## src/rtl/warships_pkg.sv

```systemverilog
// Shared types for the warships boards: cell encoding, coordinate layout and
// the shot responder state set.
package warships_pkg;

    typedef enum logic [1:0] {
        EMPTY = 2'b00,
        SHIP  = 2'b01,
        MISS  = 2'b10,
        HIT   = 2'b11
    } cell_t;

    localparam int CORD_W = 8;
    localparam int X_HI   = 7;
    localparam int X_LO   = 4;
    localparam int Y_HI   = 3;
    localparam int Y_LO   = 0;

    typedef enum logic [1:0] {
        S_IDLE,
        S_READ,
        S_EVAL,
        S_ACK
    } resp_state_t;

    function automatic logic [X_HI-X_LO:0] cord_x(input logic [CORD_W-1:0] c);
        return c[X_HI:X_LO];
    endfunction

    function automatic logic [Y_HI-Y_LO:0] cord_y(input logic [CORD_W-1:0] c);
        return c[Y_HI:Y_LO];
    endfunction

endpackage

```

## src/rtl/sync_2ff.sv

```systemverilog
// Multi-flop synchroniser for a single asynchronous level (ready2, hit2).
module sync_2ff #(
    parameter int STAGES = 2
) (
    input  logic clk,
    input  logic rst,
    input  logic d,
    output logic q
);

    logic [STAGES-1:0] ff;

    always_ff @(posedge clk or posedge rst) begin
        if (rst) ff <= '0;
        else     ff <= {ff[STAGES-2:0], d};
    end

    assign q = ff[STAGES-1];

endmodule

```

## src/rtl/shot_responder.sv

```systemverilog
// Answers opponent shots: looks the target up on the local board, marks it
// hit/miss, and returns the verdict over a four-phase ready1/ready2 handshake.
module shot_responder
    import warships_pkg::*;
#(
    parameter int X_SIZE      = 12,
    parameter int Y_SIZE      = 12,
    parameter int SHIP_CELLS  = 20,
    parameter int SYNC_STAGES = 2
) (
    input  logic                            clk,
    input  logic                            rst,
    input  logic                            enable,
    input  logic                            new_game,
    input  logic                            ready2,
    input  logic [CORD_W-1:0]               ship_cords_in,
    output logic                            ready1,
    output logic                            hit1,
    output logic [CORD_W-1:0]               mem_addr,
    input  logic [1:0]                      mem_rdata,
    output logic [1:0]                      mem_wdata,
    output logic                            mem_w_nr,
    output logic                            busy,
    output logic [$clog2(SHIP_CELLS+1)-1:0] cells_left,
    output logic                            all_sunk,
    output logic                            bad_cords
);

    localparam int CL_W = $clog2(SHIP_CELLS+1);

    resp_state_t       state, state_n;
    logic              r2_s, r2_d, r2_rise;
    logic [SYNC_STAGES-1:0] settle;
    logic [CORD_W-1:0] cords_q;
    logic              latch, dec, out_of_range;
    logic              ready1_n, hit1_n, wr_n, bad_n;
    logic [1:0]        wdata_n;
    logic [CL_W-1:0]   cells_n;

    sync_2ff #(.STAGES(SYNC_STAGES)) u_r2_sync (
        .clk (clk),
        .rst (rst),
        .d   (ready2),
        .q   (r2_s)
    );

    // r2_d is held high until the synchroniser has refilled after reset, so a
    // ready2 left high across reset is not mistaken for a fresh request.
    always_ff @(posedge clk or posedge rst) begin
        if (rst) begin
            settle <= '0;
            r2_d   <= 1'b1;
        end else begin
            settle <= {settle[SYNC_STAGES-2:0], 1'b1};
            if (settle[SYNC_STAGES-1]) r2_d <= r2_s;
        end
    end

    assign r2_rise      = r2_s & ~r2_d;
    assign out_of_range = ({28'd0, cord_x(cords_q)} >= X_SIZE) ||
                          ({28'd0, cord_y(cords_q)} >= Y_SIZE);

    always_ff @(posedge clk or posedge rst) begin
        if (rst) state <= S_IDLE;
        else     state <= state_n;
    end

    always_comb begin
        state_n  = state;
        ready1_n = ready1;
        hit1_n   = hit1;
        wr_n     = 1'b0;
        wdata_n  = mem_wdata;
        bad_n    = 1'b0;
        dec      = 1'b0;
        latch    = 1'b0;
        case (state)
            S_IDLE: if (r2_rise && enable) begin
                latch   = 1'b1;
                state_n = S_READ;
            end
            S_READ: state_n = S_EVAL;
            S_EVAL: begin
                hit1_n = 1'b0;
                if (out_of_range) begin
                    bad_n = 1'b1;
                end else begin
                    case (cell_t'(mem_rdata))
                        SHIP: begin
                            hit1_n  = 1'b1;
                            wr_n    = 1'b1;
                            wdata_n = HIT;
                            dec     = 1'b1;
                        end
                        EMPTY: begin
                            wr_n    = 1'b1;
                            wdata_n = MISS;
                        end
                        default: ;
                    endcase
                end
                // An aborted request still updates the board but is not acked.
                ready1_n = r2_s;
                state_n  = r2_s ? S_ACK : S_IDLE;
            end
            S_ACK: if (!r2_s) begin
                ready1_n = 1'b0;
                state_n  = S_IDLE;
            end
            default: state_n = S_IDLE;
        endcase
    end

    always_comb begin
        cells_n = cells_left;
        if (new_game)                     cells_n = CL_W'(SHIP_CELLS);
        else if (dec && cells_left != '0) cells_n = cells_left - 1'b1;
    end

    always_ff @(posedge clk or posedge rst) begin
        if (rst) begin
            cords_q    <= '0;
            ready1     <= 1'b0;
            hit1       <= 1'b0;
            mem_w_nr   <= 1'b0;
            mem_wdata  <= 2'b00;
            bad_cords  <= 1'b0;
            cells_left <= CL_W'(SHIP_CELLS);
            all_sunk   <= 1'b0;
        end else begin
            if (latch) cords_q <= ship_cords_in;
            ready1     <= ready1_n;
            hit1       <= hit1_n;
            mem_w_nr   <= wr_n;
            mem_wdata  <= wdata_n;
            bad_cords  <= bad_n;
            cells_left <= cells_n;
            all_sunk   <= (cells_n == '0);
        end
    end

    assign mem_addr = cords_q;
    assign busy     = (state != S_IDLE) || mem_w_nr;

endmodule
```

## config.mk

```make
export PLATFORM = sky130hd
export DESIGN_NAME = shot_responder
export DESIGN_NICKNAME = d
export VERILOG_FILES = /design/src/rtl/warships_pkg.sv /design/src/rtl/sync_2ff.sv /design/src/rtl/shot_responder.sv
export SDC_FILE = /design/constraint.sdc
export NUM_CORES = 1
export LEC_CHECK = 0
export ABC_AREA = 0
export BUFFER_PORTS_ARGS = -buffer_cell sky130_fd_sc_hd__buf_2
export CORE_MARGIN = 10
export CORE_UTILIZATION = 48
export DETAILED_ROUTE_END_ITERATION = 8
export HOLD_SLACK_MARGIN = 0.08
export PLACE_DENSITY = 0.75
export RECOVER_POWER = 25
export SYNTH_ARGS = -nofsm -noshare
export SYNTH_HDL_FRONTEND = slang
export SYNTH_SLANG_ARGS = --single-unit
```

## constraint.sdc

```tcl
create_clock -name clk -period 2.1 [get_ports clk]
set_input_delay 0.105 -clock clk [delete_from_list [all_inputs] [get_ports clk]]
set_output_delay 0.105 -clock clk [all_outputs]
set_load 0.03 [all_outputs]
```

# --- After elaboration in Yosys (flattened, before gate mapping) ---
# Cells that the tools add are included.
word_totals:
  output_inout_bits: 21
  regBits: 27
  wordCells: 58
  in_bits: 15
classes:
  addsub: 1
  reduce_logical: 15
  magnitude_cmp: 2
  n_eq_ne: 6
  mux: 19
  bitwise: 3
op_table:
  columns: ["op", "n"]
  rows:
  - ["$mux W1", 11]
  - ["$mux W5", 2]
  - ["$ge A4 B4 Y1 const B", 2]
  - ["$pmux W2 S4", 1]
  - ["$mux W2", 3]
  - ["$reduce_bool A2 Y1", 3]
  - ["$logic_not A5 Y1", 1]
  - ["$reduce_bool A5 Y1", 1]
  - ["$sub A5 B1 Y5 const B", 1]
  - ["$eq A2 B1 Y1 const B", 2]
  - ["$eq A2 B2 Y1 const B", 2]
  - ["$logic_not A2 Y1", 2]
  - ["$ne A2 B2 Y1 const B", 2]
  - ["$pmux W2 S2", 1]
  - ["$reduce_and A2 Y1", 2]
  - ["$reduce_and A3 Y1", 1]
  - ["$logic_and A1 B1 Y1", 2]
  - ["$logic_or A1 B1 Y1", 2]
  - ["$not A1 Y1", 2]
  - ["$pmux W1 S2", 1]
  - ["$reduce_or A2 Y1", 1]
  - ["$and A1 B1 Y1", 1]

# --- Longest topological paths before layout ---
# Gate-level depths: netlist of run 1.
depth:
  ltp_word: 8
  mapped_depth: 6
  ltp_nobuf: 6

# --- Hierarchy ---
# From an unflattened synthesis of run 1, not the netlist that was laid out.
unflattened:
  cells_unflattened: 88
  hier_area_um2: 1141.1
by_module_without_submodules:
  columns: ["mod", "instances", "cells_per_inst", "area_each_um2"]
  rows:
  - ["shot_responder", 1, 85, 1087.3]
  - ["sync_2ff", 1, 3, 53.8]

# --- Worst setup path before layout of run 1 ---
# OpenSTA, ideal clock, no wires.
synth_timing:
  kind: "reg-to-reg"
  start: "register cells_left[0]"
  end: "register all_sunk"
  t_required_ps: 2006
  n_path_buf: 0
  arrival_ps: 1806
  stages_incl_launch_ff: 7
  slack_ps: 200
  path_cell_list: "dfrtp_1 > inv_1 > ha_1 > or4b_4 > nand3_2 > nand3_1 > a221oi_2"
synth_via:
  elab_chain_len: 5
  elab_cells_between_ends: 6
synth_lines:
  columns: ["item", "line", "source"]
  rows:
  - ["start: declaration", "shot_responder.sv:24", "output logic [$clog2(SHIP_CELLS+1)-1:0] cells_left,"]
  - ["start signal: assignment", "shot_responder.sv:128", "cells_left <= CL_W'(SHIP_CELLS);"]
  - ["start signal: assignment", "shot_responder.sv:137", "cells_left <= cells_n;"]
  - ["parallel branches: the longest is 2 deep, another holds $sub A5 B1 Y5", null, null]
  - ["$mux W5 *", "shot_responder.sv:117", "else if (dec && cells_left != '0) cells_n = cells_left - 1'b1;"]
  - ["$mux W5 *", "shot_responder.sv:116", "if (new_game) cells_n = CL_W'(SHIP_CELLS);"]
  - ["$logic_not A5 Y1 *", "shot_responder.sv:138", "all_sunk <= (cells_n == '0);"]
  - ["end signal: assignment", "shot_responder.sv:138", null]
  - ["end: declaration", "shot_responder.sv:25", "output logic all_sunk,"]
# Every way passes the cells marked *.
# A chain may end at the register's enable or synchronous reset.

# --- Worst setup path in the final report of run 1 ---
# Ends and elaborated chain as after synthesis.

==> impl_metrics.env, run 1 <==
export IMPL_outcome="completed"
export IMPL_design_area_um2=1500
export IMPL_post_synth_num_cell_types=30
export IMPL_wire_per_inst_um=13.9
export IMPL_power_density_nw_per_um2=1200
export IMPL_share_comb_of_total_power_pct=44.0
export IMPL_final_nets=156
export IMPL_fp_dieH_um=68.7
export IMPL_post_place_cells=151
export IMPL_synth_edf_count=0
export IMPL_worst_pin_slew_ps=693
export IMPL_p_clk_share_pct=12.1
export IMPL_swShare_pct=42.6
export IMPL_place_hpwl_um=1760
export IMPL_postCtsSetupBuffers=0
export IMPL_syn_inst=87
export IMPL_skew_ps=3.61
export IMPL_synthArstFlopShare_pct=100
export IMPL_cts_buffers=3
export IMPL_htreeDepth=1
export IMPL_synth_simple_area_share_pct=17.6
export IMPL_n_antenna_cell=0
export IMPL_synth_mux_area_fraction_pct=9.90
export IMPL_slew_headroom_pct=53.8
export IMPL_setup_viol=0
export IMPL_core_area_um2=2230
export IMPL_clkSinkCount=27
export IMPL_synth_nets=103
export IMPL_row_count=17
export IMPL_dr_pass1_iters=4
export IMPL_switchingPower_mw=0.770
export IMPL_crit_path_end_kind="flip-flop"
export IMPL_grt_util_all_layers_pct=11.5
export IMPL_synth_ff_type="dfrtp_1"
export IMPL_drive_gt1_share_pct=43.9
export IMPL_grt_pass1_vias=869
export IMPL_layout_min_cycle_time_ps=1920
export IMPL_fmax_ghz=0.521
export IMPL_cp_start_kind="flip-flop"
export IMPL_cp_arrival_ps=2170
export IMPL_gp_congestion=0.883
export IMPL_leakagePower_nw=0.721
export IMPL_drt_first_iter_violations=33
export IMPL_ys_seq_elements=27
export IMPL_worstSetupPathType="flip-flop to flip-flop"
export IMPL_synth_area_leader_cell="dfrtp_1"
export IMPL_timing_final_max_slew_violations=0
export IMPL_syn_area_um2=1140
export IMPL_hold_class="input port to flip-flop"
export IMPL_min_period_over_period_pct=91.5
export IMPL_synth_most_common_cell="dfrtp_1"
export IMPL_grt_max_degree=21
export IMPL_synth_top_cells_by_count="dfrtp_1, mux2_2, nand2_1"
export IMPL_grt_overflow_total=0
export IMPL_place_ws_ps=228
export IMPL_fin_util_pct=67.3
export IMPL_clk_path_buf_depth=2
export IMPL_dieArea_um2=4720
export IMPL_syn_to_final_growth_pct=32.1
export IMPL_clock_latency_ps=320
export IMPL_synth_top_area_share_pct=52.8
export IMPL_io_buffers=35
export IMPL_power_internal_mw=1.04
export IMPL_placed_area_um2=1360
export IMPL_dieWidth_um=68.7
export IMPL_synthXorXnorAreaFrac_pct=2.31
export IMPL_drcViolationCount=0
export IMPL_antenna_found_initial=0
export IMPL_tns_ps=0
export IMPL_maxCapViolCount=0
export IMPL_ant_nets=0
export IMPL_seqPwrFrac_pct=44.0
export IMPL_synth_warning_count=0
export IMPL_cts_clk_slew_worst_paths_ps=140
export IMPL_setup_slack_ps=179
export IMPL_vias_per_cell=4.94
export IMPL_synthTopCellsByArea="dfrtp_1, mux2_2, dfstp_2, a21o_1, nand2_1"
export IMPL_dr_total_vias=825
export IMPL_vdd_drop_max_v=0.000862
export IMPL_seq_area_frac_synth_pct=59.7
export IMPL_synth_top_family_by_area="simple AND/OR/NAND/NOR gates"
export IMPL_yosys_area_share_adder_pct=1.10
export IMPL_finalWirelength_um=2320
export IMPL_instances_no_fill=167
export IMPL_start_util_pct=50.9
export IMPL_grt_pass1_wl_um=4090
export IMPL_hold_ws_ps=219
export IMPL_synth_compound_area_share_pct=7.37
export IMPL_cts_root_buf="clkbuf_4"
export IMPL_finalPower_mw=1.81
export IMPL_rsz0062_at_grt="false"
export IMPL_critPathMaxFanout=7
export IMPL_syn_avg_cell_area_um2=13.1
export IMPL_io_pins=36
export IMPL_cts_tree="yes"
export IMPL_hold_viol=0
export IMPL_crit_required_ps=2350
[layout make-up]
class	instances	area (um^2)
Clock buffer	3	22.5
Tap cell	28	35.0
Timing Repair Buffer	48	303
Multi-Input combinational cell	55	439
Inverter	5	18.8
Fill cell	173	731
Sequential cell	27	679
Clock inverter	1	5.00
[power by group through the flow]
stage / Clock [mW] / Combinational [mW] / Sequential, mW
2_1_floorplan: 0 / 0.302 / 1.06
3_3_place_gp: 0 / 0.776 / 0.799
3_5_place_dp: 0 / 0.785 / 0.807
4_1_cts: 0.226 / 0.805 / 0.795
5_1_grt: 0.248 / 0.861 / 0.820
6_report: 0.218 / 0.794 / 0.794
[registers in the layout, summed over array words and instances (netlist names)]
| name | cells |
|---|---|
| bad_cords | 1 |
| u_r2_sync.ff | 2 |
| cells_left | 5 |
| r2_d | 1 |
| mem_addr | 8 |
| state | 2 |
| ready1 | 1 |
| mem_wdata | 2 |
| hit1 | 1 |
| settle | 2 |
| mem_w_nr | 1 |
| all_sunk | 1 |
[logic make-up after synthesis]
logic type | Yosys count
adder cells (fa/ha/maj) | 1
flip-flops | 27
buffers and inverters | 5
AO/OA/AOI/OAI | 10
XOR/XNOR | 3
AND/OR/NAND/NOR | 30
other | 1
multiplexers | 10
[worst max-delay path, stage by stage (launching register included)]
cell and delay [ps]:
dfrtp_1 450, inv_1 130, ha_1 280, or4b_4 510, nand3_2 140, nand3_1 110, a221oi_2 230
[routing by layer]
metal  track usage, %  part of all wire (%)  up-vias
met5                0                     0        -
met4             5.78                   2.5        0
met3             3.54                   8.4        6
met2             20.0                    51       22
met1             12.3                    38      392
li1                 -                     -      405
[worst paths after layout]
path	startpoint	endpoint	slack (ps)	depth (start not counted)
max reg2reg	cells_left[0]	all_sunk	180	6
min	enable	state[0]	220	4
max in group asynchronous	rst	mem_addr[7]	1110	4
min reg2reg	u_r2_sync.ff[0]	u_r2_sync.ff[1]	360	0
max	cells_left[0]	all_sunk	180	6
min in group asynchronous	rst	cells_left[0]	410	3
[cell usage in the layout, fill, tap and decap left out, drive strengths merged]
master	synthesis	layout
and4bb	1	1
dlygate4sd3	0	12
a221oi	1	1
o21ai	2	2
or3	1	1
or2b	1	1
clkinv	0	1
nor3b	1	1
nand2b	1	1
nor4	1	1
nor2b	1	1
xor2	2	2
conb	1	1
xnor2	1	1
a21oi	3	3
clkbuf	0	3
a21o	3	3
nand4	3	3
nor3	2	2
a22oi	1	1
ha	1	1
dfstp	3	3
buf	0	36
dfrtp	24	24
or4b	1	1
mux2	10	10
nor2	4	4
or2	3	3
inv	5	5
nand2	6	6
nand3	2	2
nand3b	2	2
[what timing repair did]
action,CTS,global route
resized for setup,0,0
hold endpoints to repair,31,0
hold buffers,12,0
Note: power is estimated with default switching activity, not from simulation.
==> inputs of run 2 (changes only) <==
--- a/config.mk
+++ b/config.mk
@@ -13,6 +13,8 @@
 export HOLD_SLACK_MARGIN = 0.08
 export PLACE_DENSITY = 0.75
 export RECOVER_POWER = 25
+export SETUP_SLACK_MARGIN = 0.3
+export SKIP_CTS_REPAIR_TIMING = 1
 export SYNTH_ARGS = -nofsm -noshare
 export SYNTH_HDL_FRONTEND = slang
 export SYNTH_SLANG_ARGS = --single-unit
==> run 2 against run 1 <==
Net effect: final cell count up 2.4%; fmax up 11%; critical path depth unchanged; non-clock buffer count up 4; global-route usage down 0.31 points; clock skew down 1.9 ps; wire length up 18%; highest routed layer unchanged; clock power down 3%.
==> impl_metrics.env, run 2 (same netlist as run 1, synthesis figures left out) <==
export IMPL_dr_pass1_iters=4
export IMPL_final_nets=160
export IMPL_clock_latency_ps=310
export IMPL_n_antenna_cell=0
export IMPL_placed_area_um2=1360
export IMPL_fp_dieH_um=68.7
export IMPL_largest_register_ffs=8
export IMPL_gp_congestion=0.891
export IMPL_instances_no_fill=171
export IMPL_grt_util_all_layers_pct=11.2
export IMPL_design_area_um2=1550
export IMPL_dr_total_vias=879
export IMPL_grt_max_degree=18
export IMPL_syn_to_final_growth_pct=36.5
export IMPL_grt_pass1_wl_um=4080
export IMPL_core_area_um2=2230
export IMPL_multiInputGateArea_um2=459
export IMPL_final_cell_mix="buf_2, dfrtp_1, dlygate4sd3_1, mux2_2, nand2_1"
export IMPL_r2r_slack_ps=370
export IMPL_ff2ff_path_depth=6
export IMPL_min_period_over_period_pct=82.3
export IMPL_hold_viol=0
export IMPL_crit_path_end_kind="flip-flop"
export IMPL_fin_util_pct=69.5
export IMPL_start_util_pct=50.9
export IMPL_cts_buffers=3
export IMPL_dieArea_um2=4720
export IMPL_grt_overflow_total=0
export IMPL_worst_pin_slew_ps=888
export IMPL_r2r_start="cells_left[1]"
export IMPL_tns_ps=0
export IMPL_setup_slack_ps=371
export IMPL_drt_first_iter_violations=28
export IMPL_skew_ps=1.69
export IMPL_place_hpwl_um=1970
export IMPL_fmax_ghz=0.578
export IMPL_drive_gt1_share_pct=46.9
export IMPL_critPathMaxFanout=3
export IMPL_cts_root_buf="clkbuf_4"
export IMPL_place_ws_ps=266
export IMPL_finalWirelength_um=2740
export IMPL_antenna_found_initial=0
export IMPL_vias_per_cell=5.14
export IMPL_drcViolationCount=0
export IMPL_layout_min_cycle_time_ps=1730
export IMPL_post_place_cells=151
export IMPL_hold_class="input port to flip-flop"
export IMPL_vdd_drop_max_v=0.000901
export IMPL_maxCapViolCount=0
export IMPL_hold_end="state[0]"
export IMPL_rsz0062_at_grt="false"
export IMPL_reg2reg_to="all_sunk"
export IMPL_final_common_cell="buf_2"
export IMPL_hp_start="enable"
export IMPL_min_path_cells=4
export IMPL_nFillCells=169
export IMPL_clk_path_buf_depth=2
export IMPL_cts_tree="yes"
export IMPL_timing_final_max_slew_violations=0
export IMPL_wire_per_inst_um=16.0
export IMPL_final_seq_area_um2=682
export IMPL_dieWidth_um=68.7
export IMPL_crit_required_ps=2320
export IMPL_outcome="completed"
export IMPL_row_count=17
export IMPL_ant_nets=0
export IMPL_setup_viol=0
export IMPL_cp_arrival_ps=1950
export IMPL_grt_pass1_vias=935
export IMPL_clkSinkCount=27
export IMPL_cts_clk_slew_worst_paths_ps=130
export IMPL_worstSetupPathType="flip-flop to flip-flop"
export IMPL_leakagePower_nw=0.734
export IMPL_htreeDepth=1
export IMPL_io_buffers=35
export IMPL_cp_start_kind="flip-flop"
export IMPL_io_pins=36
export IMPL_power_density_nw_per_um2=1200
export IMPL_slew_headroom_pct=40.8
==> run 2: cell count changes in the layout (fill, tap and decap cells not counted), sizes merged <==
cell | previous run | this run
clkinv | 1 | 0
clkbuf | 3 | 5
buf | 36 | 39
==> run 2: stage by stage <==
stage / hold WS (ps) / power [mW]
after floorplan: 136 / 1.36
after global placement: 102 / 1.58
after detailed placement: 108 / 1.61
after CTS: -248 / 1.82
after global routing: 266 / 1.99
final: 254 / 1.86
==> run 2: how the worst max path moves through the flow <==
stage	from	end	cells after the start
global route	cells_left[0]	all_sunk	6
global placement	cells_left[0]	all_sunk	6
detailed placement	cells_left[1]	all_sunk	6
CTS	cells_left[0]	all_sunk	6
finish	cells_left[1]	all_sunk	6
floorplan	cells_left[0]	all_sunk	6
==> run 2: layer usage <==
layer  wire length [um]  global-route usage, %  vias up
li1                   -                      -      413
met1               1100                   12.8      430
met2               1380                   17.9       34
met3                222                   4.67        2
met4                 33                   5.28        0
met5                  0                      0        -
==> run 2: power by group <==
group | total (mW) | internal [mW] | switching, mW
logic | 0.839 | 0.317 | 0.523
registers | 0.808 | 0.672 | 0.136
clock network | 0.211 | 0.0741 | 0.137
==> run 2: area by class of cell <==
class                      count  area share, %
clock buffer                   4           1.69
inverter                       5           1.37
multi-input combinational     55           29.6
sequential                    27           43.9
tap                           28           2.26
timing repair buffer          52           21.2
==> run 2: worst max-delay path, stage by stage, from the launching register on <==
cell and delay [ps]:
dfrtp_2 420, inv_1 110, ha_4 160, or4b_4 500, nand3_4 100, nand3_1 100, a221oi_2 250
